--- src/rtl/board_datapath_if.sv ---
// board_datapath_if: signal bundle between the game controller, the board
// memory arbiter and board_datapath.
//
// Handshake: initialize_board / move_piece are single-cycle start pulses that
// the responder honours only while busy=0; initialize_complete / move_complete
// are single-cycle done pulses; mem_we is asserted only in a cycle where
// mem_grant=1, and a write takes effect on that cycle's rising clock edge.
interface board_datapath_if;
   logic       initialize_board;
   logic       move_piece;
   logic [3:0] piece_to_move;
   logic [2:0] origin_x;
   logic [2:0] origin_y;
   logic [2:0] destination_x;
   logic [2:0] destination_y;
   logic       mem_grant;
   logic [3:0] mem_rdata;
   logic [5:0] mem_addr;
   logic [3:0] mem_wdata;
   logic       mem_we;
   logic       initialize_complete;
   logic       move_complete;
   logic [3:0] captured_piece;
   logic       busy;

   // Responder (board_datapath) view
   modport slave (
      input  initialize_board, move_piece, piece_to_move,
      input  origin_x, origin_y, destination_x, destination_y,
      input  mem_grant, mem_rdata,
      output mem_addr, mem_wdata, mem_we,
      output initialize_complete, move_complete, captured_piece, busy
   );

   // Controller / memory view
   modport master (
      output initialize_board, move_piece, piece_to_move,
      output origin_x, origin_y, destination_x, destination_y,
      output mem_grant, mem_rdata,
      input  mem_addr, mem_wdata, mem_we,
      input  initialize_complete, move_complete, captured_piece, busy
   );
endinterface

--- src/rtl/board_datapath.sv ---
// board_datapath: write path into the shared 64-square board memory.
// Loads the starting layout on initialize_board and executes one move
// (read captured piece, write destination, clear origin) on move_piece.
// Memory is driven only in cycles where mem_grant is high.
// Optional macro DATAPATH_PROMOTE_EN: promote pawns reaching the last rank
// to a queen on the destination write.
module board_datapath #(
   parameter int RD_LATENCY   = 1,
   parameter int BOARD_ADDR_W = 6
) (
   input  logic             clk,
   input  logic             reset,
   board_datapath_if.slave  bus,
   output logic [2:0]       fsm_state
);

   localparam logic [2:0] IDLE       = 3'd0;
   localparam logic [2:0] INIT_WR    = 3'd1;
   localparam logic [2:0] INIT_DONE  = 3'd2;
   localparam logic [2:0] MV_RD      = 3'd3;
   localparam logic [2:0] MV_WR_DST  = 3'd4;
   localparam logic [2:0] MV_CLR_ORG = 3'd5;
   localparam logic [2:0] MV_DONE    = 3'd6;

   localparam logic [1:0] RD_LAT = 2'(RD_LATENCY);

   logic [2:0]              state;
   logic [BOARD_ADDR_W-1:0] init_cnt;
   logic [1:0]              rd_cnt;
   logic [3:0]              piece_q;
   logic [5:0]              org_q;
   logic [5:0]              dst_q;
   logic [3:0]              captured_q;
   logic [3:0]              dst_wdata;
   logic                    same_sq;

   // Starting layout for square a = {y, x}
   function automatic logic [3:0] layout(input logic [5:0] a);
      logic [3:0] back;
      case (a[2:0])
         3'd0:    back = 4'd2;
         3'd1:    back = 4'd3;
         3'd2:    back = 4'd4;
         3'd3:    back = 4'd5;
         3'd4:    back = 4'd6;
         3'd5:    back = 4'd4;
         3'd6:    back = 4'd3;
         default: back = 4'd2;
      endcase
      case (a[5:3])
         3'd0:    return back;
         3'd1:    return 4'd1;
         3'd6:    return 4'd7;
         3'd7:    return back + 4'd6;
         default: return 4'd0;
      endcase
   endfunction

   // A move onto its own square only reads; both writes are suppressed
   assign same_sq = (org_q == dst_q);

   // Piece code written to the destination (optionally promoted)
   always_comb begin
      dst_wdata = piece_q;
`ifdef DATAPATH_PROMOTE_EN
      if (piece_q == 4'd1 && dst_q[5:3] == 3'd7)
         dst_wdata = 4'd5;
      else if (piece_q == 4'd7 && dst_q[5:3] == 3'd0)
         dst_wdata = 4'd11;
`endif
   end

   // Control FSM, init counter, read-latency counter and operand capture
   always_ff @(posedge clk) begin
      if (reset) begin
         state      <= IDLE;
         init_cnt   <= '0;
         rd_cnt     <= '0;
         piece_q    <= '0;
         org_q      <= '0;
         dst_q      <= '0;
         captured_q <= '0;
      end else begin
         case (state)
            IDLE: begin
               if (bus.initialize_board) begin
                  state    <= INIT_WR;
                  init_cnt <= '0;
               end else if (bus.move_piece) begin
                  state   <= MV_RD;
                  rd_cnt  <= '0;
                  piece_q <= bus.piece_to_move;
                  org_q   <= {bus.origin_y, bus.origin_x};
                  dst_q   <= {bus.destination_y, bus.destination_x};
               end
            end
            INIT_WR: begin
               if (bus.mem_grant) begin
                  init_cnt <= init_cnt + 1'b1;
                  if (&init_cnt)
                     state <= INIT_DONE;
               end
            end
            INIT_DONE: state <= IDLE;
            MV_RD: begin
               // Losing the grant mid-read discards the read in flight
               if (!bus.mem_grant)
                  rd_cnt <= '0;
               else if (rd_cnt == RD_LAT) begin
                  captured_q <= bus.mem_rdata;
                  state      <= MV_WR_DST;
               end else
                  rd_cnt <= rd_cnt + 1'b1;
            end
            MV_WR_DST: begin
               if (bus.mem_grant)
                  state <= MV_CLR_ORG;
            end
            MV_CLR_ORG: begin
               if (bus.mem_grant)
                  state <= MV_DONE;
            end
            MV_DONE: state <= IDLE;
            default: state <= IDLE;
         endcase
      end
   end

   // Memory bus drive; write enable always qualified by the grant
   always_comb begin
      bus.mem_addr  = '0;
      bus.mem_wdata = '0;
      bus.mem_we    = 1'b0;
      case (state)
         INIT_WR: begin
            bus.mem_addr  = 6'(init_cnt);
            bus.mem_wdata = layout(6'(init_cnt));
            bus.mem_we    = bus.mem_grant;
         end
         MV_RD: begin
            bus.mem_addr = dst_q;
         end
         MV_WR_DST: begin
            bus.mem_addr  = dst_q;
            bus.mem_wdata = dst_wdata;
            bus.mem_we    = bus.mem_grant & ~same_sq;
         end
         MV_CLR_ORG: begin
            bus.mem_addr = org_q;
            bus.mem_we   = bus.mem_grant & ~same_sq;
         end
         default: begin
         end
      endcase
   end

   assign bus.initialize_complete = (state == INIT_DONE);
   assign bus.move_complete       = (state == MV_DONE);
   assign bus.busy                = (state != IDLE);
   assign bus.captured_piece      = captured_q;
   assign fsm_state               = state;

endmodule

--- src/flat_wrapper.sv ---
// flat-port wrapper written by rule: the top's interface ports become plain ports
module board_datapath_flat 
#(
   parameter int RD_LATENCY   = 1,
   parameter int BOARD_ADDR_W = 6
)
  (clk, reset, fsm_state, bus_initialize_board, bus_move_piece, bus_piece_to_move, bus_origin_x, bus_origin_y, bus_destination_x, bus_destination_y, bus_mem_grant, bus_mem_rdata, bus_mem_addr, bus_mem_wdata, bus_mem_we, bus_initialize_complete, bus_move_complete, bus_captured_piece, bus_busy);
  board_datapath_if bus_i ();
  input  logic clk;
  input  logic reset;
  output logic [2:0] fsm_state;
  input wire logic [$bits(bus_i.initialize_board)-1:0] bus_initialize_board;
  input wire logic [$bits(bus_i.move_piece)-1:0] bus_move_piece;
  input wire logic [$bits(bus_i.piece_to_move)-1:0] bus_piece_to_move;
  input wire logic [$bits(bus_i.origin_x)-1:0] bus_origin_x;
  input wire logic [$bits(bus_i.origin_y)-1:0] bus_origin_y;
  input wire logic [$bits(bus_i.destination_x)-1:0] bus_destination_x;
  input wire logic [$bits(bus_i.destination_y)-1:0] bus_destination_y;
  input wire logic [$bits(bus_i.mem_grant)-1:0] bus_mem_grant;
  input wire logic [$bits(bus_i.mem_rdata)-1:0] bus_mem_rdata;
  output wire logic [$bits(bus_i.mem_addr)-1:0] bus_mem_addr;
  output wire logic [$bits(bus_i.mem_wdata)-1:0] bus_mem_wdata;
  output wire logic [$bits(bus_i.mem_we)-1:0] bus_mem_we;
  output wire logic [$bits(bus_i.initialize_complete)-1:0] bus_initialize_complete;
  output wire logic [$bits(bus_i.move_complete)-1:0] bus_move_complete;
  output wire logic [$bits(bus_i.captured_piece)-1:0] bus_captured_piece;
  output wire logic [$bits(bus_i.busy)-1:0] bus_busy;
  assign bus_i.initialize_board = bus_initialize_board;
  assign bus_i.move_piece = bus_move_piece;
  assign bus_i.piece_to_move = bus_piece_to_move;
  assign bus_i.origin_x = bus_origin_x;
  assign bus_i.origin_y = bus_origin_y;
  assign bus_i.destination_x = bus_destination_x;
  assign bus_i.destination_y = bus_destination_y;
  assign bus_i.mem_grant = bus_mem_grant;
  assign bus_i.mem_rdata = bus_mem_rdata;
  assign bus_mem_addr = bus_i.mem_addr;
  assign bus_mem_wdata = bus_i.mem_wdata;
  assign bus_mem_we = bus_i.mem_we;
  assign bus_initialize_complete = bus_i.initialize_complete;
  assign bus_move_complete = bus_i.move_complete;
  assign bus_captured_piece = bus_i.captured_piece;
  assign bus_busy = bus_i.busy;
  board_datapath #(.RD_LATENCY(RD_LATENCY), .BOARD_ADDR_W(BOARD_ADDR_W)) u_core (.clk(clk), .reset(reset), .bus(bus_i), .fsm_state(fsm_state));
endmodule
--- config.mk ---
export PLATFORM = sky130hd
export DESIGN_NAME = board_datapath_flat
export DESIGN_NICKNAME = d
export VERILOG_FILES = /design/src/rtl/board_datapath_if.sv /design/src/rtl/board_datapath.sv /design/src/flat_wrapper.sv
export SDC_FILE = /design/constraint.sdc
export NUM_CORES = 1
export LEC_CHECK = 0
export CAP_MARGIN = 0
export CORE_MARGIN = 4
export CORE_UTILIZATION = 44
export DETAILED_ROUTE_END_ITERATION = 12
export PLACE_DENSITY_LB_ADDON = 0.25
export SYNTH_ARGS = -nofsm -noshare
export SYNTH_HDL_FRONTEND = slang
export SYNTH_SLANG_ARGS = --single-unit
--- constraint.sdc ---
create_clock -name clk -period 1.6 [get_ports clk]
set_input_delay 0.16 -clock clk [delete_from_list [all_inputs] [get_ports clk]]
set_output_delay 0.16 -clock clk [all_outputs]
set_load 0.005 [all_outputs]
==> flow_summary.ini <==
[synth]
seq_area_frac_synth = 0.337
synth_nets = 273
synthCells = 240
ys_types = 43
ys_warn_count = 0
yosys.area.top_type = dfxtp_1
ys_ff_latch = 31
netlist_area_um2 = 1840
synthArstFlopShare = 0
avgSynthCellArea_um2 = 7.67
synth_edf_count = 0
synth_flop_cell = dfxtp_1
synthTopCellsByArea = dfxtp_1, nand2_1, a21oi_1
synth_top_area_share = 0.337

[finish]
antenna_cells = 0
fin_nets = 383
multiInputGateArea_um2 = 1530
final_cell_mix = buf_4, nand2_1, clkdlybuf4s50_1, dfxtp_1, nor2_1
final-seq-area_um2 = 643
stdcell_area_um2 = 3450
nFillCells = 199
drive_above_1_share = 0.527
syn2layout_area_growth_pct = 87.5
fin_util = 0.857
layout_commonest_cell = buf_4

[power_and_ir_drop]
p_leak_nw = 1.51
power_density_nw_per_um2 = 1160
power_mw = 4.00
ir_drop_mv = 0.862

[global_route]
grt_pass1_wl_um = 9810
grt_pass1_vias = 2134
grt_max_degree = 31
grt.total_usage = 0.240
antenna_found_initial = 0
grt_remaining_overflow = 0

[outcome]
outcome = complete, but fails checks
violations = setup timing

[sta]
fin_crit_sh = 1.36
maxSlewViolCount = 0
worst_slack_ns = -0.582
rsz0062_at_grt = true
finalHoldViolCount = 0
skew_ns = 0.00752
tightest_slew_ns = 0.361
period_needed_ns = 2.18
setup_viol = 33
max_freq_mhz = 458
relSlewSlack = 0.757

[die]
die_h_um = 72.7
placementRows = 23
dieArea_um2 = 5290
initial_core_util = 0.457
coreArea_um2 = 4030
ios = 46
fp.dieW_um = 72.7

[worst_hold_path]
hp-class = input port to flop
min_from = bus_piece_to_move[3]
hold_path_depth = 3
hold_path_end = u_core.dst_wdata[3]

[placement]
placed_cell_area_um2 = 2820
numPortBuffers = 45
place.gp.congestion = 0.826
dp_hpwl_um = 4140

[clock_tree]
clk_pin_slew_ns = 0.07
cts_buffer_depth = 2
cts_max_level = 2
cts_sinks = 31
cts_tree = yes
cts-root-buf = clkbuf_8
clk_latency_ns = 0.29
numCtsBuffers = 5

[routing]
finalWirelength_um = 7700
drc = 0
vias = 2333
wire_per_inst_um = 19.2
final_antenna_net_count = 0
via_per_inst = 5.82
drt_iter0_markers = 147
drtPass1Iterations = 5

[worst_setup_path]
reg2reg_depth = 7
reg2reg_slack_ns = -0.24
critical_path_class = flop to output pin
required_ns = 1.44
r2r_start = u_core.fsm_state[0]
startpoint_type = flop
reg2reg_to = u_core.rd_cnt[1]
path_max_fanout = 3
cp.arrival_ns = 2.02
worstSetupEndpointType = output pin

[job]
drv_cap = 0
==> worst max-delay path by stage <==
stage	from	endpoint	slack, ns	cells past startpoint
2_1_floorplan	u_core.init_cnt[1]	bus_mem_wdata[2]	-0.05	8
3_3_place_gp	u_core.init_cnt[1]	bus_mem_wdata[2]	-0.60	9
3_5_place_dp	u_core.init_cnt[1]	bus_mem_wdata[2]	-0.62	9
4_1_cts	u_core.init_cnt[1]	bus_mem_wdata[2]	-0.52	9
5_1_grt	u_core.init_cnt[2]	bus_mem_wdata[2]	-0.66	7
6_report	u_core.init_cnt[0]	bus_mem_wdata[2]	-0.58	9
==> metal layers <==
| layer | track usage | share of wire |
|---|---|---|
| met1 | 0.270 | 0.38 |
| met3 | 0.0496 | 0.056 |
| met5 | 0 | 0 |
| met4 | 0.119 | 0.031 |
| met2 | 0.426 | 0.53 |
==> report_power, final <==
group	internal, mW	leakage [nW]	switching (mW)
clock network	0.504	0.0612	0.323
registers	0.862	0.257	0.0896
logic	1.20	1.19	1.02
total	2.57	1.51	1.43
==> flip-flops by register name, indices dropped and copies added (netlist names) <==
signal,flops
u_core.bus.captured_piece,4
u_core.dst_q,6
u_core.dst_wdata,4
u_core.fsm_state,3
u_core.init_cnt,6
u_core.org_q,6
u_core.rd_cnt,2
==> cells in the mapped netlist (all sizes together) (4+ instances only) <==
cell and number:
xnor2 4, a22oi 5, mux2i 6, o21ai 9
nor2b 4, xor2 4, a21oi 27, clkbuf 9
ha 8, nand2 48, inv 7, buf 8
mux2 6, nor2 24, dfxtp 31, nor3 6
==> critical path, cell delays in order (launching register included) <==
cell and delay [ns]:
dfxtp_4 0.36, buf_6 0.10, ha_4 0.16, nand2_4 0.06, o31ai_4 0.21, ha_2 0.32, o22ai_2 0.16, a22oi_1 0.08
nor2_1 0.13, buf_2 0.15
==> area by class of cell <==
| class | count | area share |
|---|---|---|
| Multi-Input combinational cell | 185 | 0.444 |
| Inverter | 7 | 0.00833 |
| Clock buffer | 6 | 0.0239 |
| Timing Repair Buffer | 120 | 0.309 |
| Sequential cell | 31 | 0.186 |
| Tap cell | 50 | 0.0181 |
| Clock inverter | 2 | 0.0101 |
==> metrics by stage <==
stage / setup slack, ns / TNS (ns) / hold slack (ns) / std cells
after floorplan: -0.0481 / -0.0699 / 0.296 / 240
after global placement: -0.602 / -4.06 / 0.454 / 379
after detailed placement: -0.625 / -4.24 / 0.457 / 379
after CTS: -0.523 / -2.70 / 0.411 / 398
after global routing: -0.662 / -7.83 / 0.430 / 401
final: -0.582 / -5.69 / 0.420 / 401
==> cell families after synthesis <==
group	after synthesis	synth area share
and+or+nand+nor	99	0.249
AOI/OAI and AO/OA	58	0.195
DFF	31	0.337
buffers and inverters	24	0.0571
muxes	12	0.0693
xor gates and xnor gates	8	0.0380
adders and majority gates	8	0.0543
==> timing repair <==
item / in CTS / in global routing
pin swaps: 28 / 44
setup endpoints to repair: 40 / 30
gates cloned: 0 / 1
resized for setup: 99 / 73
hold buffers: 0 / 0
setup buffers: 12 / 5
Note: power is estimated with default switching activity, not from simulation.
